`config.mk`:
```
export PLATFORM = sky130hd
export DESIGN_NAME = iir_biquad_cascade_tdm
export DESIGN_NICKNAME = d
export VERILOG_FILES = /design/src/rtl/iir_biquad_cascade_tdm.sv
export SDC_FILE = /design/constraint.sdc
export NUM_CORES = 2
export LEC_CHECK = 0
export ABC_AREA = 0
export CAP_MARGIN = 20
export CORE_UTILIZATION = 50
export CTS_CLUSTER_DIAMETER = 120
export DETAILED_ROUTE_END_ITERATION = 10
export GPL_TIMING_DRIVEN = 0
export PLACE_DENSITY_LB_ADDON = 0.12
export SYNTH_ARGS = -nofsm -noshare
export SYNTH_HDL_FRONTEND = slang
export SYNTH_SLANG_ARGS = --single-unit
```
`constraint.sdc`:
```
create_clock -name i_clk -period 15.2 [get_ports i_clk]
set_input_delay 3.04 -clock i_clk [delete_from_list [all_inputs] [get_ports i_clk]]
set_output_delay 3.04 -clock i_clk [all_outputs]
set_load 0.02 [all_outputs]
```
`src/rtl/iir_biquad_cascade_tdm.sv`:
```
// Cascade of N_STAGES Direct Form I biquads sharing one multiplier-accumulator; one sample in flight, result 6A+B+2 cycles after acceptance.
// Define IIR_SAT_FLAGS_STICKY_EN for latching saturation flags; default build gives per-sample flag pulses aligned with o_valid_out.
module iir_biquad_cascade_tdm #(
   parameter int DATA_WIDTH  = 16,
   parameter int DATA_FRAC   = 15,
   parameter int COEFF_WIDTH = 20,
   parameter int COEFF_FRAC  = 18,
   parameter int N_STAGES    = 3,
   parameter int ACC_WIDTH   = DATA_WIDTH + COEFF_WIDTH + 3,
   localparam int SW         = (N_STAGES > 1) ? $clog2(N_STAGES) : 1
) (
   input  logic                   i_clk,
   input  logic                   i_rst,
   input  logic                   i_valid_in,
   output logic                   o_ready_in,
   input  logic [DATA_WIDTH-1:0]  i_data_in,
   input  logic [N_STAGES-1:0]    i_bypass,
   input  logic                   i_coeff_wr_en,
   input  logic [SW-1:0]          i_coeff_stage,
   input  logic [2:0]             i_coeff_addr,
   input  logic [COEFF_WIDTH-1:0] i_coeff_data,
   output logic                   o_coeff_wr_err,
   output logic [DATA_WIDTH-1:0]  o_data_out,
   output logic                   o_valid_out,
   output logic [N_STAGES-1:0]    o_overflow,
   output logic [N_STAGES-1:0]    o_underflow
);

   localparam int PW  = DATA_WIDTH + COEFF_WIDTH;
   // Product carries DATA_FRAC+COEFF_FRAC fraction bits; drop down to DATA_FRAC.
   localparam int SHR = (DATA_FRAC + COEFF_FRAC) - DATA_FRAC;
   localparam logic signed [ACC_WIDTH-1:0]   RND      = ACC_WIDTH'(1) << (SHR - 1);
   localparam logic signed [COEFF_WIDTH-1:0] COEF_ONE = COEFF_WIDTH'(1) << COEFF_FRAC;
   localparam logic signed [DATA_WIDTH-1:0]  SAT_MAX  = {1'b0, {(DATA_WIDTH-1){1'b1}}};
   localparam logic signed [DATA_WIDTH-1:0]  SAT_MIN  = {1'b1, {(DATA_WIDTH-1){1'b0}}};

   typedef enum logic [2:0] {S_IDLE, S_MAC, S_WB, S_BYP, S_OUT} state_t;

   state_t                        r_state, w_state_nxt;
   logic [SW-1:0]                 r_sec;
   logic [2:0]                    r_tap;
   logic [N_STAGES-1:0]           r_byp;
   logic signed [DATA_WIDTH-1:0]  r_x_cur;
   logic signed [DATA_WIDTH-1:0]  r_x1 [N_STAGES];
   logic signed [DATA_WIDTH-1:0]  r_x2 [N_STAGES];
   logic signed [DATA_WIDTH-1:0]  r_y1 [N_STAGES];
   logic signed [DATA_WIDTH-1:0]  r_y2 [N_STAGES];
   logic signed [COEFF_WIDTH-1:0] r_coef [N_STAGES][5];
   logic signed [ACC_WIDTH-1:0]   r_acc;
   logic [N_STAGES-1:0]           r_ovf, r_unf;
   logic [DATA_WIDTH-1:0]         r_dout;
   logic                          r_vout, r_wr_err;
`ifndef IIR_SAT_FLAGS_STICKY_EN
   logic [N_STAGES-1:0]           r_ovf_pend, r_unf_pend;
`endif

   logic [SW-1:0]                 w_sec_nxt;
   logic                          w_last, w_sub;
   logic signed [DATA_WIDTH-1:0]  w_opd, w_sat;
   logic signed [COEFF_WIDTH-1:0] w_cof;
   logic signed [PW-1:0]          w_opd_ext, w_cof_ext, w_prod;
   logic signed [ACC_WIDTH-1:0]   w_prod_ext, w_rnd, w_shr;
   logic [ACC_WIDTH-DATA_WIDTH:0] w_hi;
   logic                          w_pos_sat, w_neg_sat;

   assign w_sec_nxt = r_sec + 1'b1;
   assign w_last    = (r_sec == SW'(N_STAGES - 1));

   // Feedback taps are subtracted rather than negating a1/a2, which could overflow at -2.0.
   always_comb begin
      w_opd = r_x_cur;
      w_cof = r_coef[r_sec][0];
      w_sub = 1'b0;
      case (r_tap)
         3'd1: begin w_opd = r_x1[r_sec]; w_cof = r_coef[r_sec][1]; end
         3'd2: begin w_opd = r_x2[r_sec]; w_cof = r_coef[r_sec][2]; end
         3'd3: begin w_opd = r_y1[r_sec]; w_cof = r_coef[r_sec][3]; w_sub = 1'b1; end
         3'd4: begin w_opd = r_y2[r_sec]; w_cof = r_coef[r_sec][4]; w_sub = 1'b1; end
         default: ;
      endcase
   end

   assign w_opd_ext  = {{COEFF_WIDTH{w_opd[DATA_WIDTH-1]}}, w_opd};
   assign w_cof_ext  = {{DATA_WIDTH{w_cof[COEFF_WIDTH-1]}}, w_cof};
   assign w_prod     = w_opd_ext * w_cof_ext;
   assign w_prod_ext = {{(ACC_WIDTH-PW){w_prod[PW-1]}}, w_prod};

   assign w_rnd     = r_acc + RND;
   assign w_shr     = w_rnd >>> SHR;
   assign w_hi      = w_shr[ACC_WIDTH-1:DATA_WIDTH-1];
   assign w_pos_sat = ~w_shr[ACC_WIDTH-1] & (|w_hi);
   assign w_neg_sat = w_shr[ACC_WIDTH-1] & ~(&w_hi);
   assign w_sat     = w_pos_sat ? SAT_MAX : (w_neg_sat ? SAT_MIN : w_shr[DATA_WIDTH-1:0]);

   always_ff @(posedge i_clk) begin
      if (i_rst) r_state <= S_IDLE;
      else       r_state <= w_state_nxt;
   end

   always_comb begin
      w_state_nxt = r_state;
      o_ready_in  = 1'b0;
      case (r_state)
         S_IDLE: begin
            o_ready_in = 1'b1;
            if (i_valid_in) w_state_nxt = i_bypass[0] ? S_BYP : S_MAC;
         end
         S_MAC: if (r_tap == 3'd4) w_state_nxt = S_WB;
         S_WB, S_BYP: begin
            if (w_last)                w_state_nxt = S_OUT;
            else if (r_byp[w_sec_nxt]) w_state_nxt = S_BYP;
            else                       w_state_nxt = S_MAC;
         end
         S_OUT:   w_state_nxt = S_IDLE;
         default: w_state_nxt = S_IDLE;
      endcase
   end

   always_ff @(posedge i_clk) begin
      if (i_rst) begin
         r_sec    <= '0;
         r_tap    <= '0;
         r_byp    <= '0;
         r_x_cur  <= '0;
         r_acc    <= '0;
         r_ovf    <= '0;
         r_unf    <= '0;
         r_dout   <= '0;
         r_vout   <= 1'b0;
         r_wr_err <= 1'b0;
`ifndef IIR_SAT_FLAGS_STICKY_EN
         r_ovf_pend <= '0;
         r_unf_pend <= '0;
`endif
         for (int k = 0; k < N_STAGES; k++) begin
            r_x1[k] <= '0;
            r_x2[k] <= '0;
            r_y1[k] <= '0;
            r_y2[k] <= '0;
            for (int t = 0; t < 5; t++) r_coef[k][t] <= (t == 0) ? COEF_ONE : '0;
         end
      end else begin
         r_vout   <= 1'b0;
         r_wr_err <= 1'b0;
`ifndef IIR_SAT_FLAGS_STICKY_EN
         r_ovf <= '0;
         r_unf <= '0;
`endif
         // Writes land before a same-cycle acceptance is processed, so that sample sees them.
         if (i_coeff_wr_en) begin
            if (r_state == S_IDLE && int'(i_coeff_stage) < N_STAGES) begin
               for (int k = 0; k < N_STAGES; k++)
                  if (int'(i_coeff_stage) == k && i_coeff_addr < 3'd5)
                     r_coef[k][i_coeff_addr] <= i_coeff_data;
            end else begin
               r_wr_err <= 1'b1;
            end
         end
         case (r_state)
            S_IDLE: if (i_valid_in) begin
               r_x_cur <= i_data_in;
               r_byp   <= i_bypass;
               r_sec   <= '0;
`ifndef IIR_SAT_FLAGS_STICKY_EN
               r_ovf_pend <= '0;
               r_unf_pend <= '0;
`endif
            end
            S_MAC: begin
               if (r_tap == 3'd0) r_acc <= w_prod_ext;
               else if (w_sub)    r_acc <= r_acc - w_prod_ext;
               else               r_acc <= r_acc + w_prod_ext;
               r_tap <= (r_tap == 3'd4) ? 3'd0 : r_tap + 3'd1;
            end
            S_WB: begin
               r_tap   <= '0;
               r_x_cur <= w_sat;
               r_sec   <= w_sec_nxt;
               for (int k = 0; k < N_STAGES; k++) begin
                  if (int'(r_sec) == k) begin
                     r_x2[k] <= r_x1[k];
                     r_x1[k] <= r_x_cur;
                     r_y2[k] <= r_y1[k];
                     r_y1[k] <= w_sat;
`ifdef IIR_SAT_FLAGS_STICKY_EN
                     if (w_pos_sat) r_ovf[k] <= 1'b1;
                     if (w_neg_sat) r_unf[k] <= 1'b1;
`else
                     if (w_pos_sat) r_ovf_pend[k] <= 1'b1;
                     if (w_neg_sat) r_unf_pend[k] <= 1'b1;
`endif
                  end
               end
            end
            S_BYP: r_sec <= w_sec_nxt;
            S_OUT: begin
               r_dout <= r_x_cur;
               r_vout <= 1'b1;
`ifndef IIR_SAT_FLAGS_STICKY_EN
               r_ovf <= r_ovf_pend;
               r_unf <= r_unf_pend;
`endif
            end
            default: ;
         endcase
      end
   end

   assign o_data_out     = r_dout;
   assign o_valid_out    = r_vout;
   assign o_coeff_wr_err = r_wr_err;
   assign o_overflow     = r_ovf;
   assign o_underflow    = r_unf;

endmodule
```
# --- Word level (Yosys, flattened, before mapping) ---
# Memory sizes are Yosys's and may differ from the RTL's. A register that Yosys moved wholly into a read port is not among the register bits.
# Index checks and enable logic that the tools add are counted.
op_classes:
  add_sub_neg: 5
  n_mul: 1
  n_div: 0
  n_lt_le_gt_ge: 5
  eq_ne: 20
  shift: 0
  n_mux: 388
  n_bitwise: 319
  reduce_logical: 28
op_table:
  columns: ["cell", "count"]
  rows:
  - ["$mux W1", 339]
  - ["$or A1 B1 Y1", 312]
  - ["$mux W100", 3]
  - ["$mux W16", 15]
  - ["$pmux W20 S4", 1]
  - ["$mux W39", 2]
  - ["$pmux W16 S4", 1]
  - ["$demux W20 S3", 1]
  - ["$add A39 B19 Y39 const B", 1]
  - ["$add A39 B36 Y39", 1]
  - ["$sub A39 B36 Y39", 1]
  - ["$mul A16 B20 Y36", 1]
  - ["$pmux W16 S2", 1]
  - ["$mux W2", 13]
  - ["$reduce_and A4 Y1", 6]
  - ["$mux W20", 1]
  - ["$pmux W3 S2", 3]
  - ["$mux W3", 5]
  - ["$ne A2 B2 Y1 const B", 7]
  - ["$eq A3 B2 Y1 const B", 4]
  - ["$eq A2 B2 Y1 const B", 5]
  - ["$pmux W3 S3", 1]
  - ["$reduce_and A2 Y1", 4]
  - ["$reduce_or A2 Y1", 4]
  - ["other kinds (20)", 34]
word_totals:
  regBits: 96
  latch_bits: 0
  ramBits: 492
  romBits: 0
  input_bits: 48
  out_inout_bits: 25
  wordCells: 788
  n_memories: 5
memory_table:
  columns: ["name", "words", "width", "read_ports", "rd_ports_with_merged_regs", "write_ports", "line_no", "rtl"]
  rows:
  - ["r_coef", 3, 100, 1, 1, 3, "48", "logic signed [COEFF_WIDTH-1:0] r_coef [N_STAGES][5];"]
  - ["r_x1", 3, 16, 4, 1, 3, "44", "logic signed [DATA_WIDTH-1:0] r_x1 [N_STAGES];"]
  - ["r_x2", 3, 16, 1, 1, 3, "45", "logic signed [DATA_WIDTH-1:0] r_x2 [N_STAGES];"]
  - ["r_y1", 3, 16, 4, 1, 3, "46", "logic signed [DATA_WIDTH-1:0] r_y1 [N_STAGES];"]
  - ["r_y2", 3, 16, 1, 1, 3, "47", "logic signed [DATA_WIDTH-1:0] r_y2 [N_STAGES];"]

# --- Depth between registers and ports, before layout ---
depth:
  ltp_word: 8
  mapped_depth: 50
  mapped_depth_nobuf: 44

# --- Worst setup path before layout ---
# OpenSTA, ideal clock, no wires.
synth_timing:
  path_kind: "register to register"
  from: "register with a tool-made name"
  to: "register r_acc[30]"
  setup_time_ns: 0.132
  t_arrival_ns: 11.022
  t_required_ns: 15.068
  path_slack_ns: 4.046
  path_stages_with_launch: 44
  n_path_buf: 7
  period_less_slack_ns: 11.154
  path_cell_list: "dfxtp_1 -> buf_2 -> buf_2 -> buf_1 -> buf_1 -> buf_1 -> mux2i_1 -> o21ai_0 -> o2bb2ai_1 -> o41ai_1 -> nor2_1 -> fa_1 -> inv_1 -> fa_1 -> fa_1 -> fa_1 -> inv_1 -> fa_1 -> [... 8 more ...] -> nor3_1 -> nor4_1 -> nor4b_1 -> and4bb_2 -> a21oi_1 -> xor2_1 -> ha_1 -> clkbuf_1 -> a31o_2 -> a211o_1 -> a31oi_1 -> a211oi_1 -> or2_2 -> a21o_1 -> a21oi_1 -> xnor2_1 -> a211oi_1 -> nor3_1"
synth_lines:
  columns: ["element", "line_no", "rtl"]
  rows:
  - ["end signal: assignment", "170", "if (r_tap == 3'd0) r_acc <= w_prod_ext;"]
  - ["end signal: assignment", "171", "else if (w_sub) r_acc <= r_acc - w_prod_ext;"]
  - ["end signal: assignment", "172", "else r_acc <= r_acc + w_prod_ext;"]
  - ["end: declaration", "49", "logic signed [ACC_WIDTH-1:0] r_acc;"]

==> metrics.cfg <==
[run_status]
status=finished clean

[timing]
fin_crit_ns=14.43
hold_viol_final=0
rsz0062_at_grt=false
worst_pin_slew_ns=1.14
maxSlewViolCount=0
max-slew-margin-rel_pct=23.7
setup_violations=0
fin_skew_ns=0.0670
period_share_pct=94.9
clock.fmax_mhz=69.3

[placed_design]
port_buffers=72
dp_cells=5248
dp_hpwl_mm=102
place_area_mm2=0.0441
gp_congestion=0.957

[global_routing]
grt_max_degree=65
grt_pass1_wl_mm=198
grt_antenna_before_repair=0
gr-total-overflow=0
grt_pass1_vias=31372
track_usage_pct=31.5

[min_path]
worstHoldStart=r_byp[2]
min_to=r_byp[2]
hold_depth=2
hold_class=reg2reg

[floorplan]
start_util_pct=50.6
ios=73
die_w_um=290
core_mm2=0.0821
die_h_um=290
dieArea_mm2=0.0843
core.rowCount=105

[clock_network]
clock-root-buffer=clkbuf_16
numCtsBuffers=67
clkLatencyLatePin_ns=0.65
cts.path.max_buffers=3
cts_setup_buffers=0
clkSinkCount=590
hold_buffers=0
clk_pin_slew_ns=0.06
cts_tree=yes
cts_max_level=3
post_cts_resized=0

[final_layout]
area_delta_synth_final_pct=11.6
final_cells=5374
drive_gt1_share_pct=5.32
finish.instance_area_mm2=0.0464
postLayoutCoreUtil_pct=56.5
fill_cells=7071
finalNetCount=4754

[route]
drt_iter0_drc=3259
drtPass1Iterations=8
drc=0
antenna_left=0
via_per_inst=5.91
wirelength_mm=132
num_vias=31738
avgRoutedWirePerCell_um=24.5

[synth]
syn-instance-count=4077
ys_seq_area_share_pct=40.3
avgSynthCellArea_um2=10.2
ys_ff_latch=590
synth-edff-count=492
synth_ff_type=edfxtp_1
yosys_warnings=0
async_reset_ff_share_pct=0
synthesis.nets=4582
syn_area_mm2=0.0416
yosys.cell_types.count=80

[worst_setup_path]
worstPathRequired_ns=15.79
cpMostUsedCell=fa_1
critPathSlowestCell=a21oi_1
crit_type=reg2reg
r2r_slack_ns=0.77
cp_max_fo=10
crit_path_start_kind=register
critPathMaxStageDelay_ns=0.75
timing.rr.end=r_acc[38]
end_kind=register
cp.arrival_ns=15.02
reg2regPathDepth=44

[run]
cap_violations=0

==> sequential cells by signal, summed over array words and instances, names as in the netlist, 16 cells and up, named ones only <==
register and flops:
r_coef 300, r_y2 48, o_data_out 16, r_x1 48, r_acc 39, r_x_cur 16, r_y1 48, r_x2 48
==> logic make-up (layout without fill, tap and decap cells) <==
logic type | Yosys count | in the layout | share of synthesized area [%]
simple gates | 1438 | 1438 | 17.0
compound gates | 663 | 663 | 10.7
fa+ha+maj | 458 | 458 | 19.6
buf+inv | 648 | 874 | 5.95
xor+xnor | 113 | 113 | 2.38
other cells | 0 | 1 | 0
mux | 167 | 167 | 4.09
flops | 590 | 590 | 40.3
==> stage by stage <==
stage	hold slack [ns]	TNS, ns	worst slack, ns
final	0.453	0	0.771
after global routing	0.480	0	0.0752
after CTS	0.457	0	0.783
after detailed placement	0.444	0	0.804
after global placement	0.444	-3.89	-0.580
after floorplan	0.428	0	4.05
==> cell usage in the layout (no fill, tap or decap), types with 21 or more instances in the layout <==
master	netlist	final
buf_1	21	21
mux2_2	21	21
a21o_1	28	25
xnor2_1	83	83
inv_1	405	405
edfxtp_1	492	492
clkbuf_16	0	67
clkbuf_1	206	220
nor2b_1	25	25
o211ai_1	35	35
a31oi_1	28	28
and2_1	427	427
nand2_1	299	299
o21ai_0	107	107
nor2_1	446	446
a211oi_1	26	26
fa_1	320	320
nor3_1	59	59
or2_2	32	32
dfxtp_1	98	98
nand3_1	34	34
clkdlybuf4s50_1	0	72
mux2i_1	146	146
xor2_1	30	30
a21oi_1	182	180
ha_1	137	137
nand2b_1	34	34
a222oi_1	30	30
o22ai_1	37	37
==> synth_stat cells, types with 13 or more instances <==
| library cell | instances | area share (%) |
|---|---|---|
| a21oi_1 | 182 | 2.2 |
| nand4_1 | 14 | 0.21 |
| inv_1 | 405 | 3.7 |
| a21o_1 | 28 | 0.51 |
| or3_1 | 14 | 0.21 |
| nand2_1 | 299 | 2.7 |
| o21ai_0 | 107 | 1.3 |
| a311oi_1 | 17 | 0.36 |
| xor2_1 | 30 | 0.63 |
| a31oi_1 | 28 | 0.42 |
| xnor2_1 | 83 | 1.7 |
| or2_2 | 32 | 0.48 |
| mux2_2 | 21 | 0.57 |
| fa_1 | 320 | 15 |
| and2_1 | 427 | 6.4 |
| buf_1 | 21 | 0.19 |
| and3_1 | 16 | 0.24 |
| ha_1 | 137 | 4.1 |
| a222oi_1 | 30 | 0.72 |
| nand3_1 | 34 | 0.41 |
| o21a_1 | 16 | 0.29 |
| clkbuf_1 | 206 | 1.9 |
| dfxtp_1 | 98 | 4.7 |
| nor3_1 | 59 | 0.71 |
| a211oi_1 | 26 | 0.47 |
| o22ai_1 | 37 | 0.56 |
| nand2b_1 | 34 | 0.51 |
| mux2i_1 | 146 | 3.5 |
| buf_2 | 13 | 0.16 |
| nor2b_1 | 25 | 0.38 |
| nor2_1 | 446 | 4.0 |
| edfxtp_1 | 492 | 36 |
| o211ai_1 | 35 | 0.63 |
==> per-layer routing <==
metal,track usage [%],share of wire [%],vias up
li1,-,-,14203
met1,45.4,44,15897
met2,48.7,44,1401
met3,4.81,8.4,237
met4,9.99,3.4,0
met5,0,0,-
==> worst max-delay path, delay by kind of cell, from the launching register on <==
| family | cells | cell delay [ns] |
|---|---|---|
| AOI/OAI and AO/OA | 15 | 3.92 |
| xor gates and xnor gates | 2 | 0.47 |
| adders and majority gates | 8 | 3.79 |
| buffers and inverters | 11 | 4.11 |
| DFF | 1 | 0.31 |
| muxes | 1 | 0.29 |
| and+or+nand+nor | 7 | 1.41 |
==> worst max-delay path by stage <==
stage / from / to / slack (ns) / cells past startpoint
2_1_floorplan: register / r_acc[30] / 4.05 / 43
3_3_place_gp: register / r_acc[37] / -0.58 / 42
3_5_place_dp: register / r_acc[38] / 0.80 / 42
4_1_cts: register / r_acc[38] / 0.78 / 42
5_1_grt: register / r_acc[38] / 0.08 / 44
6_report: register / r_acc[38] / 0.77 / 44
==> area by class of cell <==
| cell class | instances | area (um2) | share of cell area (%) |
|---|---|---|---|
| Buffer | 243 | 957 | 2.06 |
| Clock inverter | 40 | 483 | 1.04 |
| Inverter | 405 | 1520 | 3.28 |
| Multi-Input combinational cell | 2839 | 22500 | 48.5 |
| Clock buffer | 83 | 1750 | 3.77 |
| Timing Repair Buffer | 103 | 1100 | 2.37 |
| Tap cell | 1070 | 1340 | 2.89 |
| Sequential cell | 590 | 16700 | 36.1 |
| Antenna cell | 1 | 2.50 | 0.00540 |
Power is left out: the tool's default activity adds up to more than one toggle a clock period on the data nets, which glitch-free logic cannot reach.
